[src/rtl/abc_driver.sv]
// abc_driver: sequences one ABC root-finding request at a time.
// Latches operands from an active-low valid/ready upstream port, runs the
// soc/eoc handshake with the ABC unit under a per-phase timeout, and presents
// the result (or an error) on an active-low valid/ack downstream port.
//
//   state   | meaning
//   --------+-----------------------------------------------------------
//   IDLE    | rfd=1, waiting for dav_=0 while the ABC unit is free (eoc=1)
//   START   | soc=1, waiting for the ABC unit to drop eoc
//   WAIT    | soc=0, ABC unit converting, waiting for eoc to rise
//   PRESENT | out_dav_=0, result held until downstream pulls out_rfd low
//   RELEASE | waiting for both out_rfd and dav_ to return high
module abc_driver #(
  parameter int TIMEOUT = 1023
) (
  input  logic       clock,
  input  logic       reset_,
  input  logic       dav_,
  output logic       rfd,
  input  logic [9:0] b_in,
  input  logic [9:0] c_in,
  input  logic [7:0] l_in,
  input  logic [7:0] r_in,
  output logic       soc,
  input  logic       eoc,
  output logic [9:0] b,
  output logic [9:0] c,
  output logic [7:0] l_0,
  output logic [7:0] r_0,
  input  logic [7:0] x_0,
  output logic [7:0] x,
  output logic       err,
  output logic       out_dav_,
  input  logic       out_rfd,
  output logic [7:0] count
);

  // Wide enough to hold TIMEOUT itself, never narrower than 11 bits.
  localparam int TW = ($clog2(TIMEOUT + 2) > 11) ? $clog2(TIMEOUT + 2) : 11;
  localparam logic [TW-1:0] TMO_LIMIT = TW'(TIMEOUT);

  localparam logic [2:0] S_IDLE    = 3'd0;
  localparam logic [2:0] S_START   = 3'd1;
  localparam logic [2:0] S_WAIT    = 3'd2;
  localparam logic [2:0] S_PRESENT = 3'd3;
  localparam logic [2:0] S_RELEASE = 3'd4;

  logic [2:0]    state;
  logic [2:0]    state_nxt;
  logic [TW-1:0] tmo_cnt;
  logic [TW-1:0] tmo_inc;
  logic          accept;
  logic          degenerate;
  logic          tmo_hit;
  logic          in_start;
  logic          in_wait;

  assign in_start   = (state == S_START);
  assign in_wait    = (state == S_WAIT);
  // A request is only taken in IDLE and only while the ABC unit reports idle.
  assign accept     = (state == S_IDLE) && !dav_ && eoc;
  // An empty or inverted interval has no root to search for.
  assign degenerate = (l_in >= r_in);
  assign tmo_inc    = tmo_cnt + 1'b1;
  // Abort on the edge where the phase counter would reach TIMEOUT.
  assign tmo_hit    = (tmo_inc == TMO_LIMIT);

  // Handshake outputs decode from the state register only, so reset acts on
  // them at once and no input reaches an output combinationally.
  assign rfd      = (state == S_IDLE);
  assign soc      = in_start;
  assign out_dav_ = (state != S_PRESENT);

  // Next-state selection for the request/convert/present sequence.
  always_comb begin
    state_nxt = state;
    case (state)
      S_IDLE: begin
        if (accept) begin
          state_nxt = degenerate ? S_PRESENT : S_START;
        end
      end
      S_START: begin
        if (!eoc) begin
          state_nxt = S_WAIT;
        end else if (tmo_hit) begin
          state_nxt = S_PRESENT;
        end
      end
      S_WAIT: begin
        if (eoc || tmo_hit) begin
          state_nxt = S_PRESENT;
        end
      end
      S_PRESENT: begin
        if (!out_rfd) begin
          state_nxt = S_RELEASE;
        end
      end
      S_RELEASE: begin
        if (out_rfd && dav_) begin
          state_nxt = S_IDLE;
        end
      end
      default: state_nxt = S_IDLE;
    endcase
  end

  // State register.
  always_ff @(posedge clock or negedge reset_) begin
    if (!reset_) begin
      state <= S_IDLE;
    end else begin
      state <= state_nxt;
    end
  end

  // Operand registers feeding the ABC unit, held from one accept to the next.
  always_ff @(posedge clock or negedge reset_) begin
    if (!reset_) begin
      b   <= '0;
      c   <= '0;
      l_0 <= '0;
      r_0 <= '0;
    end else if (accept) begin
      b   <= b_in;
      c   <= c_in;
      l_0 <= l_in;
      r_0 <= r_in;
    end
  end

  // Per-phase timeout counter: restarts on accept and on START->WAIT.
  always_ff @(posedge clock or negedge reset_) begin
    if (!reset_) begin
      tmo_cnt <= '0;
    end else if (accept) begin
      tmo_cnt <= '0;
    end else if (in_start && !eoc) begin
      tmo_cnt <= '0;
    end else if (in_start || in_wait) begin
      tmo_cnt <= tmo_inc;
    end
  end

  // Result registers; only updated on the transition into PRESENT.
  always_ff @(posedge clock or negedge reset_) begin
    if (!reset_) begin
      x     <= '0;
      err   <= 1'b0;
      count <= '0;
    end else if (accept && degenerate) begin
      x   <= '0;
      err <= 1'b1;
    end else if (in_start && eoc && tmo_hit) begin
      x   <= '0;
      err <= 1'b1;
    end else if (in_wait && eoc) begin
      x     <= x_0;
      err   <= 1'b0;
      count <= count + 8'd1;
    end else if (in_wait && tmo_hit) begin
      x   <= '0;
      err <= 1'b1;
    end
  end

endmodule

[config.mk]
export PLATFORM = sky130hd
export DESIGN_NAME = abc_driver
export DESIGN_NICKNAME = d
export VERILOG_FILES = /design/src/rtl/abc_driver.sv
export SDC_FILE = /design/constraint.sdc
export NUM_CORES = 1
export LEC_CHECK = 0
export ABC_AREA = 0
export BUFFER_PORTS_ARGS = -buffer_cell sky130_fd_sc_hd__buf_2
export CAP_MARGIN = 20
export CELL_PAD_IN_SITES_DETAIL_PLACEMENT = 1
export CELL_PAD_IN_SITES_GLOBAL_PLACEMENT = 1
export CORE_UTILIZATION = 39
export CTS_CLUSTER_DIAMETER = 120
export DETAILED_ROUTE_END_ITERATION = 10
export PLACE_DENSITY = 0.85
export SLEW_MARGIN = 20
export SYNTH_ARGS = -nofsm -noshare
export SYNTH_HDL_FRONTEND = slang
export SYNTH_SLANG_ARGS = --single-unit
[constraint.sdc]
create_clock -name clock -period 2.5 [get_ports clock]
set_input_delay 0.375 -clock clock [delete_from_list [all_inputs] [get_ports clock]]
set_output_delay 0.375 -clock clock [all_outputs]
set_load 0.01 [all_outputs]
==> flow_summary.toml, run 1 <==
[synthesis]
yosysUniqueCellTypes = 46
syn_nets = 361
synth_top_flop_cell = "dfrtp_1"
synth.avg_cell_area_um2 = 10.92
ys_ff_latch = 67
syn_area_um2 = 3288
synth_edf_count = 0
synth_warnings = 0
synth_cells = 301
seq_area_frac_synth_pct = 50.99
ys_async_sr_fraction_pct = 100.0

[timing]
setup_viol = 0
rsz0062_at_grt = "false"
setup_ws_ps = 157.9
fin_skew_ps = 7.964
max_slew.worst_pin.slew_ps = 738.4
holdWs_ps = 84.05
maxSlewViolCount = 0
final.setup.tns_ps = 0
min_period_ps = 2342
max_freq_mhz = 427.0
slew_headroom_pct = 50.77
hold_violations = 0
min_period_over_period_pct = 93.68

[clocking]
clock-sinks = 67
cts_buffer_depth = 2
cts.htree.levels = 3
cts.root.buffer_cell = "clkbuf_8"
cts.clk_slew.worst_paths_ps = 80
numCtsBuffers = 9
cts_tree = "yes"
post_cts_buffers = 0
worstSkewPairLatency_ps = 340
cts.repair.resized = 0
holdBufCountCts = 0

[detailed_routing]
drt_iter0_drc = 132
wl_um = 8544
firstDrtPassIters = 4
routedWlPerCell_um = 16.43
viasPerCell = 5.192
ant_nets = 0
vias = 2700
drc = 0

[critical_path]
worstPathRequired_ps = 2730
worstSetupPathType = "reg -> reg"
end_kind = "register"
crit_arrival_ps = 2570
cp_max_fo = 9
startpoint_type = "register"

[placement]
dp_hpwl_um = 6212
place_area_um2 = 3945
place.gp.congestion = 0.7814
pre_cts_ws_ps = 149.4
port_buffers = 104

[layout]
fin_nets = 470
fillers = 941
synthToLayoutAreaGrowth_pct = 27.97
final_cell_area_um2 = 4208
num_antenna_cells = 0
final_layout_size_suffix_gt1_share_pct = 40.72

[global_routing]
grt_pass1_wl_um = 13830
grt_pass1_vias = 2879
track_usage_pct = 20.30
grt_max_degree = 46
antenna_found_initial = 0
overflow = 0

[floorplan]
fp.dieW_um = 93.82
core_um2 = 8175
ioPinCount = 105
dieArea_um2 = 8802
fp.dieH_um = 93.82
rows = 33
start_util_pct = 40.22

[power_and_ir_drop]
total_power_w = 0.004753
p_leak_nw = 2.051
pwr_density_cell_nw_per_um2 = 1130
ir_drop_mv = 0.6545

[job]
drv_cap = 0

[hold_path]
hold_path.class = "in -> async"

[outcome]
outcome = "completed"
[critical path, cell delays in order (launching register included)]
cell and delay [ps]:
dfrtp_1 490, ha_1 360, nor2b_1 130, a32o_1 270
nor3_1 330, nor4b_4 70, buf_4 170, o41a_1 400
[metrics by stage]
stage          utilization (%)  cells
6_report                 51.47    520
3_3_place_gp             48.21    503
5_1_grt                  51.47    520
4_1_cts                  51.32    519
3_5_place_dp             48.26    503
2_1_floorplan                -    301
[where the power goes]
group          internal [W]  switching (W)  leakage, nW  total (W)
registers           0.00153       0.000313        0.828    0.00184
clock network      0.000692       0.000443        0.126    0.00113
logic              0.000824       0.000956         1.10    0.00178
[final timing paths]
path | startpoint | end | slack (ps) | cells past startpoint
worst max-delay path | tmo_cnt[0] | err | 160 | 7
worst min-delay path | reset_ | x[3] | 80 | 1
worst max register to register | tmo_cnt[0] | err | 160 | 7
worst min register to register | r_0[5] | r_0[5] | 490 | 2
max in group asynchronous | reset_ | b[7] | 1760 | 2
min in group clock | x_0[1] | x[1] | 240 | 3
[cell usage in the layout, fill, tap and decap left out, types with 3 or more instances in the layout]
master / count
nand3b_1: 5
nor3_1: 3
clkbuf_8: 10
nand2_1: 30
xor2_1: 4
a21oi_1: 7
o21ai_0: 26
buf_4: 7
dfrtp_1: 67
nand2b_1: 6
nand4_1: 3
nand3_1: 7
nor2_1: 11
xnor2_1: 6
buf_2: 104
o41ai_1: 10
bufinv_16: 3
ha_1: 11
mux2_2: 29
nor3_2: 4
and2_1: 3
inv_1: 23
and3_1: 3
[synth_stat cells (all sizes together) (3+ instances only)]
library cell  count  area, µm²
inv              23      86.33
nand2b            6      37.54
a21oi             8      40.04
nor2             11      41.29
ha               11      137.6
nand3             7      35.03
o21ai            26      130.1
dfrtp            67       1677
clkbuf           11      43.79
and3              3      18.77
nand2            30      112.6
and2              3      18.77
xor2              4      35.03
mux2             29      326.6
nand4             4      31.28
nor3              7      50.05
nand3b            5      37.54
o41ai            10      87.58
buf               3      20.01
xnor2             6      52.55
[metal layers]
metal	vias up	global-route usage [%]	share of wire [%]	wire length, µm
met3	11	6.230	6.1	521
li1	1279	-	-	-
met2	80	33.70	50	4246
met5	-	0	0	0
met1	1330	25.29	43	3656
met4	0	6.154	1.4	120
[sequential cells by signal, indices dropped and copies added (netlist names)]
name and flops:
l_0 8, c 10, b 10, x 8, state 3, tmo_cnt 11
count 8, err 1, r_0 8
[area by class of cell]
type | count | area (µm²) | area share (%)
Inverter | 23 | 86.33 | 2.052
Multi-Input combinational cell | 197 | 1470 | 34.94
Clock buffer | 10 | 137.6 | 3.271
Sequential cell | 67 | 1677 | 39.85
Timing Repair Buffer | 112 | 593.1 | 14.09
Tap cell | 105 | 131.4 | 3.122
Clock inverter | 6 | 112.6 | 2.676
[logic make-up (layout without fill, tap and decap cells)]
group	after synthesis	in the layout	synth area share, %
AO/OA/AOI/OAI	60	60	12.75
XOR/XNOR	10	10	2.664
adder cells (fa/ha/maj)	11	11	4.186
buffers and inverters	37	151	4.566
flip-flops	67	67	50.99
multiplexers	30	30	10.24
AND/OR/NAND/NOR	86	86	14.61
Power figures use the tool's default switching activity.
==> run 2, diff against run 1 <==
--- a/config.mk
+++ b/config.mk
@@ -7,13 +7,14 @@
 export LEC_CHECK = 0
 export ABC_AREA = 0
 export BUFFER_PORTS_ARGS = -buffer_cell sky130_fd_sc_hd__buf_2
-export CAP_MARGIN = 20
+export CAP_MARGIN = 30
 export CELL_PAD_IN_SITES_DETAIL_PLACEMENT = 1
 export CELL_PAD_IN_SITES_GLOBAL_PLACEMENT = 1
-export CORE_UTILIZATION = 39
+export CORE_UTILIZATION = 40
+export CTS_BUF_LIST = sky130_fd_sc_hd__clkbuf_4 sky130_fd_sc_hd__clkbuf_8
 export CTS_CLUSTER_DIAMETER = 120
 export DETAILED_ROUTE_END_ITERATION = 10
-export PLACE_DENSITY = 0.85
+export PLACE_DENSITY = 0.87
 export SLEW_MARGIN = 20
 export SYNTH_ARGS = -nofsm -noshare
 export SYNTH_HDL_FRONTEND = slang
==> flow_summary.toml, run 2 (synthesized netlist as in run 1, its figures left out) <==
[clocking]
clock-sinks = 67
cts.htree.levels = 3
cts.root.buffer_cell = "clkbuf_8"
cts.clk_slew.worst_paths_ps = 70
worstSkewPairLatency_ps = 350
numCtsBuffers = 9
cts_tree = "yes"
cts_buffer_depth = 2

[detailed_routing]
wl_um = 8473
drt_iter0_drc = 108
firstDrtPassIters = 4
vias = 2749
routedWlPerCell_um = 16.33
drc = 0
ant_nets = 0
viasPerCell = 5.297

[critical_path]
startpoint_type = "register"
worstPathRequired_ps = 2720
end_kind = "register"
reg2reg_depth = 7
cp_max_fo = 10
crit_arrival_ps = 2520
worstSetupPathType = "reg -> reg"

[global_routing]
grt_pass1_wl_um = 14030
grt_busiest_layer = "met2"
track_usage_pct = 20.74
antenna_found_initial = 0
grt_use_met2_pct = 35.68
overflow = 0
grt_max_degree = 68
grt_pass1_vias = 2939
grt_util_met3_pct = 4.351
met1_usage_pct = 25.73

[placement]
pre_cts_ws_ps = 73.58
dpl.cell_count = 499
port_buffers = 104
place.gp.congestion = 0.7816
dp_hpwl_um = 6349

[timing]
final.setup.tns_ps = 0
min_period_over_period_pct = 92.26
max_freq_mhz = 433.6
max_slew.worst_pin.slew_ps = 677.3
min_period_ps = 2306
fin_skew_ps = 12.21
setup_ws_ps = 193.5
maxSlewViolCount = 0
slew_headroom_pct = 54.75
hold_violations = 0
setup_viol = 0
rsz0062_at_grt = "false"

[layout]
fin_cells = 519
top_regs = "tmo_cnt x11, b x10, c x10"
synthToLayoutAreaGrowth_pct = 27.78
num_antenna_cells = 0
final_layout_size_suffix_gt1_share_pct = 40.77
mostFrequentLayoutCell = "buf_2"
regMostFlops = "tmo_cnt"
fin_nets = 472
largest_reg_flops = 11
layout_common_cells = "105 x buf_2, 67 x dfrtp_1, 30 x nand2_1"

[floorplan]
core_um2 = 7848
dieArea_um2 = 8587
rows = 32
start_util_pct = 41.90
ioPinCount = 105
fp.dieW_um = 92.67
fp.dieH_um = 92.67

[hold_path]
hold_path.class = "in -> reg"
holdPathStages = 3

[outcome]
outcome = "completed"

[power_and_ir_drop]
p_leak_nw = 2.050
pwr_density_cell_nw_per_um2 = 1103
ir_drop_mv = 0.5493

[job]
drv_cap = 0
-- run 2: metrics by stage --
stage	hold slack, ps	total power (W)	utilization [%]	area (µm²)
after floorplan	79.41	0.002867	-	3288
after global placement	458.4	0.003494	49.82	3910
after detailed placement	469.1	0.003632	49.92	3918
after CTS	227.4	0.004679	52.79	4143
after global routing	241.4	0.004948	53.54	4202
final	241.5	0.004633	53.54	4202
-- run 2: metal layers --
metal / part of all wire [%] / vias to the layer above
met5: 0 / -
met4: 1.4 / 0
met3: 5.5 / 10
met2: 50 / 74
met1: 43 / 1377
li1: - / 1288
-- run 2: worst paths after layout --
kind	slack, ps	end	from
max	190	err	tmo_cnt[1]
min	240	x[7]	x_0[7]
max reg2reg	190	err	tmo_cnt[1]
min reg2reg	480	count[7]	count[7]
max in group asynchronous	1480	tmo_cnt[5]	reset_
min in group asynchronous	480	c[3]	reset_
-- run 2: cell type report --
class                           instances  area [µm²]
Clock buffer                           10       137.6
Clock inverter                          6       87.58
Fill cell                             916        3646
Inverter                               23       86.33
Multi-Input combinational cell        197        1470
Sequential cell                        67        1677
Tap cell                              102       127.6
Timing Repair Buffer                  114       615.6
-- run 2: critical path, cell delays in order (launching register included) --
cell and delay (ps):
dfrtp_1 510, ha_2 350, nor2b_1 100, a32o_1 260
nor3_1 300, nor4b_4 70, buf_4 180, o41a_1 400
-- run 2: timing repair --
item / 4_1_cts / 5_1_grt
setup buffers: 0 / 1
endpoints found under the hold margin: 0 / 9
hold buffers: 0 / 1
endpoints found under the setup margin: 0 / 9
resized for setup: 0 / 2
-- run 2: where the power goes --
group | total, W | switching (W) | internal [W]
Sequential | 0.00184 | 0.000318 | 0.00153
Clock | 0.00103 | 0.000438 | 0.000591
Combinational | 0.00176 | 0.000946 | 0.000814
Total | 0.00463 | 0.00170 | 0.00293
